## src/rtl/approx_mult_pipe_if.sv

```systemverilog
// Operand/result bus of the approximate multiplier pipeline.
// Upstream (operand FIFO) and downstream (accumulator) handshakes share one bundle.
interface approx_mult_pipe_if #(
    parameter int N  = 8,
    parameter int CW = 16
);
    logic              in_valid;
    logic              in_ready;
    logic [N-1:0]      x;
    logic [N-1:0]      y;
    logic              approx_en;
    logic              out_valid;
    logic              out_ready;
    logic [2*N-1:0]    z;
    logic              z_approx;
    logic [CW-1:0]     op_count;

    // The multiplier itself sits on the slave side.
    modport slave (
        input  in_valid, x, y, approx_en, out_ready,
        output in_ready, out_valid, z, z_approx, op_count
    );

    modport master (
        output in_valid, x, y, approx_en, out_ready,
        input  in_ready, out_valid, z, z_approx, op_count
    );
endinterface

```

## src/rtl/approx_mult_pipe.sv

```systemverilog
// Two-stage unsigned N x N multiplier, exact or low-column-OR approximate per beat,
// with valid/ready on both sides and a saturating count of delivered results.
module approx_mult_pipe #(
    parameter int N  = 8,
    parameter int K  = 8,
    parameter int CW = 16
) (
    input  logic              clk,
    input  logic              rst_n,
    approx_mult_pipe_if.slave bus
);
    localparam int           W        = 2 * N;
    localparam logic [W-1:0] ONES     = '1;
    localparam logic [W-1:0] LO_MASK  = ONES >> (W - K);
    localparam logic [CW-1:0] CNT_MAX = '1;

    // Handshake: a beat moves on a side whenever valid & ready are both high at
    // the clock edge; the holder keeps valid and data stable until then.

    logic [W-1:0]  row;
    logic [W-1:0]  hi_sum;
    logic [W-1:0]  lo_exact;
    logic [W-1:0]  lo_or;
    logic [W-1:0]  lo_sel;

    logic          s1_valid_q, s1_valid_d;
    logic [W-1:0]  s1_hi_q, s1_hi_d;
    logic [W-1:0]  s1_lo_q, s1_lo_d;
    logic          s1_approx_q, s1_approx_d;
    logic          out_valid_q, out_valid_d;
    logic [W-1:0]  z_q, z_d;
    logic          z_approx_q, z_approx_d;
    logic [CW-1:0] op_count_q, op_count_d;

    logic          in_fire;
    logic          out_fire;
    logic          s1_adv;

    // Each shifted row holds one partial-product bit per column, so masking rows
    // before summing splits the column sums at K without changing their weight.
    always_comb begin
        row      = '0;
        hi_sum   = '0;
        lo_exact = '0;
        lo_or    = '0;
        for (int j = 0; j < N; j++) begin
            row      = {{N{1'b0}}, bus.x & {N{bus.y[j]}}} << j;
            hi_sum   = hi_sum + (row & ~LO_MASK);
            lo_exact = lo_exact + (row & LO_MASK);
            lo_or    = lo_or | (row & LO_MASK);
        end
        lo_sel = bus.approx_en ? lo_or : lo_exact;
    end

    assign out_fire = out_valid_q && bus.out_ready;
    assign s1_adv   = s1_valid_q && (!out_valid_q || bus.out_ready);
    assign bus.in_ready = !rst_n || !s1_valid_q || s1_adv;
    assign in_fire  = bus.in_valid && bus.in_ready;

    always_comb begin
        s1_valid_d  = s1_valid_q;
        s1_hi_d     = s1_hi_q;
        s1_lo_d     = s1_lo_q;
        s1_approx_d = s1_approx_q;
        out_valid_d = out_valid_q;
        z_d         = z_q;
        z_approx_d  = z_approx_q;
        op_count_d  = op_count_q;

        if (in_fire) begin
            s1_valid_d  = 1'b1;
            s1_hi_d     = hi_sum;
            s1_lo_d     = lo_sel;
            s1_approx_d = bus.approx_en;
        end else if (s1_adv) begin
            s1_valid_d  = 1'b0;
        end

        // The approximate low part never exceeds the exact one, so W bits suffice.
        if (s1_adv) begin
            out_valid_d = 1'b1;
            z_d         = s1_hi_q + s1_lo_q;
            z_approx_d  = s1_approx_q;
        end else if (out_fire) begin
            out_valid_d = 1'b0;
        end

        if (out_fire && op_count_q != CNT_MAX) begin
            op_count_d = op_count_q + CW'(1);
        end
    end

    always_ff @(posedge clk) begin
        if (!rst_n) begin
            s1_valid_q  <= 1'b0;
            s1_hi_q     <= '0;
            s1_lo_q     <= '0;
            s1_approx_q <= 1'b0;
            out_valid_q <= 1'b0;
            z_q         <= '0;
            z_approx_q  <= 1'b0;
            op_count_q  <= '0;
        end else begin
            s1_valid_q  <= s1_valid_d;
            s1_hi_q     <= s1_hi_d;
            s1_lo_q     <= s1_lo_d;
            s1_approx_q <= s1_approx_d;
            out_valid_q <= out_valid_d;
            z_q         <= z_d;
            z_approx_q  <= z_approx_d;
            op_count_q  <= op_count_d;
        end
    end

    assign bus.out_valid = out_valid_q;
    assign bus.z         = z_q;
    assign bus.z_approx  = z_approx_q;
    assign bus.op_count  = op_count_q;
endmodule

```

## src/flat_wrapper.sv

```systemverilog
// flat-port wrapper written by rule: the top's interface ports become plain ports
module approx_mult_pipe_flat 
#(
    parameter int N  = 8,
    parameter int K  = 8,
    parameter int CW = 16
)
  (clk, rst_n, bus_in_valid, bus_x, bus_y, bus_approx_en, bus_out_ready, bus_in_ready, bus_out_valid, bus_z, bus_z_approx, bus_op_count);
  approx_mult_pipe_if #(.N(N), .CW(CW)) bus_i ();
  input  logic clk;
  input  logic rst_n;
  input wire logic [$bits(bus_i.in_valid)-1:0] bus_in_valid;
  input wire logic [$bits(bus_i.x)-1:0] bus_x;
  input wire logic [$bits(bus_i.y)-1:0] bus_y;
  input wire logic [$bits(bus_i.approx_en)-1:0] bus_approx_en;
  input wire logic [$bits(bus_i.out_ready)-1:0] bus_out_ready;
  output wire logic [$bits(bus_i.in_ready)-1:0] bus_in_ready;
  output wire logic [$bits(bus_i.out_valid)-1:0] bus_out_valid;
  output wire logic [$bits(bus_i.z)-1:0] bus_z;
  output wire logic [$bits(bus_i.z_approx)-1:0] bus_z_approx;
  output wire logic [$bits(bus_i.op_count)-1:0] bus_op_count;
  assign bus_i.in_valid = bus_in_valid;
  assign bus_i.x = bus_x;
  assign bus_i.y = bus_y;
  assign bus_i.approx_en = bus_approx_en;
  assign bus_i.out_ready = bus_out_ready;
  assign bus_in_ready = bus_i.in_ready;
  assign bus_out_valid = bus_i.out_valid;
  assign bus_z = bus_i.z;
  assign bus_z_approx = bus_i.z_approx;
  assign bus_op_count = bus_i.op_count;
  approx_mult_pipe #(.N(N), .K(K), .CW(CW)) u_core (.clk(clk), .rst_n(rst_n), .bus(bus_i));
endmodule
```

## config.mk

```make
export PLATFORM = sky130hd
export DESIGN_NAME = approx_mult_pipe_flat
export DESIGN_NICKNAME = d
export VERILOG_FILES = /design/src/rtl/approx_mult_pipe_if.sv /design/src/rtl/approx_mult_pipe.sv /design/src/flat_wrapper.sv
export SDC_FILE = /design/constraint.sdc
export NUM_CORES = 1
export LEC_CHECK = 0
export CAP_MARGIN = 20
export CORE_MARGIN = 2
export CORE_UTILIZATION = 26
export CTS_BUF_LIST = sky130_fd_sc_hd__clkbuf_4 sky130_fd_sc_hd__clkbuf_8 sky130_fd_sc_hd__clkbuf_16
export CTS_CLUSTER_DIAMETER = 60
export DETAILED_ROUTE_END_ITERATION = 7
export GPL_ROUTABILITY_DRIVEN = 0
export GPL_TIMING_DRIVEN = 1
export HOLD_SLACK_MARGIN = 0.03
export RECOVER_POWER = 25
export SLEW_MARGIN = 10
export SYNTH_ARGS = -nofsm -noshare
export SYNTH_HDL_FRONTEND = slang
export SYNTH_SLANG_ARGS = --single-unit
export TNS_END_PERCENT = 1
```

## constraint.sdc

```tcl
create_clock -name clk -period 7.2 [get_ports clk]
set_input_delay 1.44 -clock clk [delete_from_list [all_inputs] [get_ports clk]]
set_output_delay 1.44 -clock clk [all_outputs]
set_load 0.1 [all_outputs]
```

# Word-level counts from Yosys, hierarchy flattened
# Index checks and enable logic that the tools add are counted.
op_classes:
  addsub: 15
  multipliers: 0
  div: 0
  n_lt_le_gt_ge: 0
  eq_ne: 1
  shifts: 0
  mux: 5
  bitwise_logic: 15
  reduce_logical: 12
op_table:
  columns: ["operator", "n"]
  rows:
  - ["$add A16 B8 Y16", 6]
  - ["$or A16 B8 Y16", 6]
  - ["$and A8 B8 Y8", 8]
  - ["$add A16 B1 Y16 const B", 1]
  - ["$add A16 B11 Y16", 1]
  - ["$add A16 B12 Y16", 1]
  - ["$add A16 B13 Y16", 1]
  - ["$add A16 B14 Y16", 1]
  - ["$add A16 B15 Y16", 1]
  - ["$add A16 B16 Y16", 1]
  - ["$mux W16", 1]
  - ["$ne A16 B16 Y1 const B", 1]
  - ["$add A9 B10 Y11", 1]
  - ["$add A8 B8 Y9", 1]
  - ["$or A8 B8 Y8", 1]
  - ["$logic_and A1 B1 Y1", 4]
  - ["$mux W1", 4]
  - ["$reduce_bool A2 Y1", 2]
  - ["$logic_not A1 Y1", 3]
  - ["$logic_or A1 B1 Y1", 3]
word_totals:
  reg_bits: 68
  latch_bits: 0
  mem_bits_rw: 0
  mem_bits_ro: 0
  in_bits: 21
  output_inout_bits: 35
  wordCells: 56
  n_memories: 0

# Depth between registers and ports, before layout
logic_depth:
  ltp_word: 9
  ltp_mapped: 21
  depth_no_buf: 20

# Worst setup path after synthesis
# Ideal clock, no wire load.
synth_path:
  path_type: "input -> register"
  from: "in bus_y[0]"
  to: "reg u_core.s1_lo_q[10]"
  t_arrival_ns: 6.092
  setup_slack_ns: 1.020
  cell_stages: 19
  cell_sequence: "clkbuf_1 and2_1 ha_1 fa_1 a21oi_1 o211ai_1 a21oi_1 xnor2_1 fa_1 inv_1 fa_1 inv_1 fa_1 fa_1 fa_1 a21o_1 a21oi_1 xor2_1 o31ai_1"
synth_via:
  elab_chain_len: 9
synth_lines:
  columns: ["item", "line", "rtl"]
  rows:
  - ["from (decl)", "flat_wrapper.sv:14", "input wire logic [$bits(bus_i.y)-1:0] bus_y;"]
  - ["$and A8 B8 Y8", "approx_mult_pipe.sv:47", "row = {{N{1'b0}}, bus.x & {N{bus.y[j]}}} << j;"]
  - ["$add A8 B8 Y9", "approx_mult_pipe.sv:49", "lo_exact = lo_exact + (row & LO_MASK);"]
  - ["$add A16 B8 Y16 (6 in a row)", "approx_mult_pipe.sv:49", null]
  - ["$mux W16", "approx_mult_pipe.sv:52", "lo_sel = bus.approx_en ? lo_or : lo_exact;"]
  - ["to (signal assigned)", "approx_mult_pipe.sv:106", "s1_lo_q <= s1_lo_d;"]
  - ["to (decl)", "approx_mult_pipe.sv:28", "logic [W-1:0] s1_lo_q, s1_lo_d;"]
# Every way passes these cells.
# A chain may end at the register's enable or synchronous reset.

# Final worst setup path
layout_path:
  from: "in bus_x[1]"
  to: "reg u_core.s1_lo_q[11]"
layout_via:
  elab_chain_len: 9
  word_cells_on_any_way: 15
  classes_between: "add/sub (7); mux (1); bitwise (7)"
layout_lines:
  columns: ["item", "line", "rtl"]
  rows:
  - ["from (decl)", "flat_wrapper.sv:13", "input wire logic [$bits(bus_i.x)-1:0] bus_x;"]
  - ["$and A8 B8 Y8", "approx_mult_pipe.sv:47", null]
  - ["$add A8 B8 Y9", "approx_mult_pipe.sv:49", null]
  - ["$add A16 B8 Y16 (4 in a row)", "approx_mult_pipe.sv:49", null]
  - ["$add A16 B8 Y16 * (2 in a row)", "approx_mult_pipe.sv:49", null]
  - ["$mux W16 *", "approx_mult_pipe.sv:52", null]
# Mark *: on every way between the ends. The rest lies on a longest branch, timed or not.

==> summary.txt <==
Outcome: finished, final reports clean
Post-synth ARST share: 0%
Initial Util: 26.8%
Clock latency on the worst-skew pair: 0.29 ns
Register bit total from synthesis: 56
CTS clock-pin slew for the worst setup and hold paths: 0.07 ns
Worst path max stage delay: 0.61 ns
Die width: 138 µm
Synth top area share: 24.0%
CTS root buf: clkbuf_16
DR vias: 3921
Multi-input logic area: 3170 µm²
# Max-Cap Violations: 0
Fmax: 0.150 GHz
Synth Instances: 570
Post-CTS Setup Bufs: 0
P_sw: 0.374 mW
Metal3 WL: 475 µm
Syn Nets: 671
Area growth syn-to-layout: 19.6%
Synth area leaders: dfxtp_1 (24%), fa_1 (15%), ha_1 (12%), nand2_1 (7.9%), inv_1 (5.2%)
Cell taking the most area after synthesis: dfxtp_1
Worst-margin pin slew: 1.31 ns
Number of global-route vias before repair: 3873
Worst slew margin: 12.9%
PwrDens: 186 nW/µm²
Pre-Repair DR Iteration Count: 5
Number of port buffers: 55
Top_reg_cell synth: dfxtp_1
Total gr overflow: 0
Sequential share of the synthesized area: 24.0%
Critical Path Most Common Cell: fa_1
Share of cells above drive strength 1: 3.61%
Hold Violations, Final: 0
Largest net degree at the start of global routing: 29
FILL cells: 1899
Hold WS: 0.449 ns
Avg Cell Area, Syn: 8.18 µm²
DRT iter0 DRCs: 161
Remaining DRCs: 0
CTS Sinks: 56
Count of final setup violators: 0
Critical path depth: 19
Final cycle utilization of the critical path: 92.5%
Comb power frac: 39.5%
Non-filler instance count after layout: 834
Critical-path top delay cell: fa_1
Max-slew violation total from the final report: 0
Synth unique cells: 60
Antenna violations before repair: 0
Crit path cell chain: clkdlybuf4s50_1 > and2_1 > ha_1 > fa_1 > a21oi_1 > o211ai_1 > a21oi_1 > xnor2_1 > fa_1 > inv_1 > fa_1 > inv_1 > fa_1 > fa_1 > ha_1 > a211oi_1 > nor2_1 > o2111ai_1 > a21oi_1
Cell Area, Synth: 4660 µm²
DR WL met2: 4.90 mm
Routed len/inst: 13.3 µm
Most frequent cells in the layout: nand2_1 (98), inv_1 (65), dfxtp_1 (56)
Clock power share: 26.8%
Area after DPL: 5410 µm²
Height of the die: 138 µm
Lkg Pwr: 2.33 nW
Post-layout nets: 709
Register area: 1120 µm²
Worst-case clock buffer depth: 2
Max Clock Skew: 0.00571 ns
First-pass GRT wire length: 18.9 mm
Critical path's top delay family: adder cells
Num rows: 48
I/O pin count: 56
Leading cell type in the layout, fill and taps excluded: nand2_1
Worst Hold Depth: 2
CP arrival: 6.83 ns
Worst path bufs/invs: 3
Worst Setup End Kind: register
Post-DP HPWL: 8.78 mm
Internal power: 0.663 mW
Sequential Power Share: 33.7%
Crit-path max FO: 10
Critical path class: input pin to register
R2r worst-path depth: 5
Post-layout min period: 6.66 ns
Switching Share: 36.1%
RSZ-0062 raised after global routing: no
Ant. Diodes: 0
Hold buffer count at CTS: 0
Critical Path RT: 7.37 ns
Highest routed layer: met4
Die area: 19000 µm²
CTS buffer count: 5
Worst setup SP type: input pin
Post-route setup TNS: 0 ns
Post-Place Cells: 826
CTS tree: yes
Gr usage total: 12.3%
VDD IR max: 0.000106 V
Core Footprint: 17400 µm²
HP Class: register to register
Utilization after layout: 32.0%
Vias per cell: 4.70
Drt total wl: 11.1 mm
Non-Filler Cell Area, Final: 5580 µm²
Post-cts sizing count: 0
M1 WL: 5.65 mm
Synth warnings: 0
Antenna-violating nets left: 0
EDFF count, synth: 0
H-tree levels: 2
-- stage by stage --
stage	total power, mW	worst slack [ns]
final	1.04	0.539
after global routing	1.12	0.161
after CTS	1.05	0.517
after detailed placement	0.768	0.197
after global placement	0.757	0.332
after floorplan	0.662	1.02
-- state kept, by name (all words and copies together) (netlist names) --
register              flops
u_core.bus.op_count      16
u_core.bus.out_valid      1
u_core.bus.z             16
u_core.bus.z_approx       1
u_core.s1_approx_q        1
u_core.s1_hi_q            8
u_core.s1_lo_q           12
u_core.s1_valid_q         1
-- cell usage after synthesis (4+ instances only) --
cell type and count:
or3_1 6, o211ai_1 6, inv_1 65, mux2i_1 4, o41ai_1 5, nand2b_1 6, xnor2_1 5, nor2_1 23
nand2_1 98, fa_1 34, nand4_1 6, nand3_1 14, or4_1 5, a211oi_1 10, o21ai_0 12, dfxtp_1 56
and2_1 29, ha_1 46, a21oi_1 45, nor2b_1 5, o31ai_1 6, clkbuf_1 25
-- power by group through the flow --
stage	registers [mW]	logic (mW)	clock network, mW
2_1_floorplan	0.395	0.267	0
3_3_place_gp	0.356	0.401	0
3_5_place_dp	0.357	0.411	0
4_1_cts	0.350	0.415	0.288
5_1_grt	0.353	0.470	0.300
6_report	0.350	0.410	0.278
-- cells by family after synthesis --
logic type,Yosys count,share of synthesized area (%)
xor+xnor,8,1.50
buf+inv,96,8.00
fa+ha+maj,80,26.9
simple gates,215,23.0
mux,4,0.859
compound gates,111,15.7
flops,56,24.0
-- cell type report --
cell class | instances | area share [%]
multi-input combinational | 418 | 56.8
inverter | 66 | 4.44
timing repair buffer | 61 | 10.6
clock inverter | 2 | 0.628
clock buffer | 6 | 2.38
tap | 225 | 5.05
sequential | 56 | 20.1
-- path summary, 6_finish.rpt --
path                                 end  slack (ns)              startpoint
hold reg to reg          u_core.bus.z[6]        0.45       u_core.s1_lo_q[6]
setup / recovery      u_core.s1_lo_q[11]        0.54                bus_x[1]
hold / removal           u_core.bus.z[6]        0.45       u_core.s1_lo_q[6]
setup reg to reg  u_core.bus.op_count[8]        5.09  u_core.bus.op_count[0]
-- worst min-delay path, delay by kind of cell (launching register included) --
family	cells	cell delay (ns)
AO/OA/AOI/OAI	1	0.05
flip-flops	1	0.31
AND/OR/NAND/NOR	1	0.05
-- metal layers --
metal	track usage, %	vias up
li1	-	2010
met1	17.4	1827
met2	20.4	80
met3	1.57	4
met4	2.21	0
met5	0	-
Power figures use the tool's default switching activity.
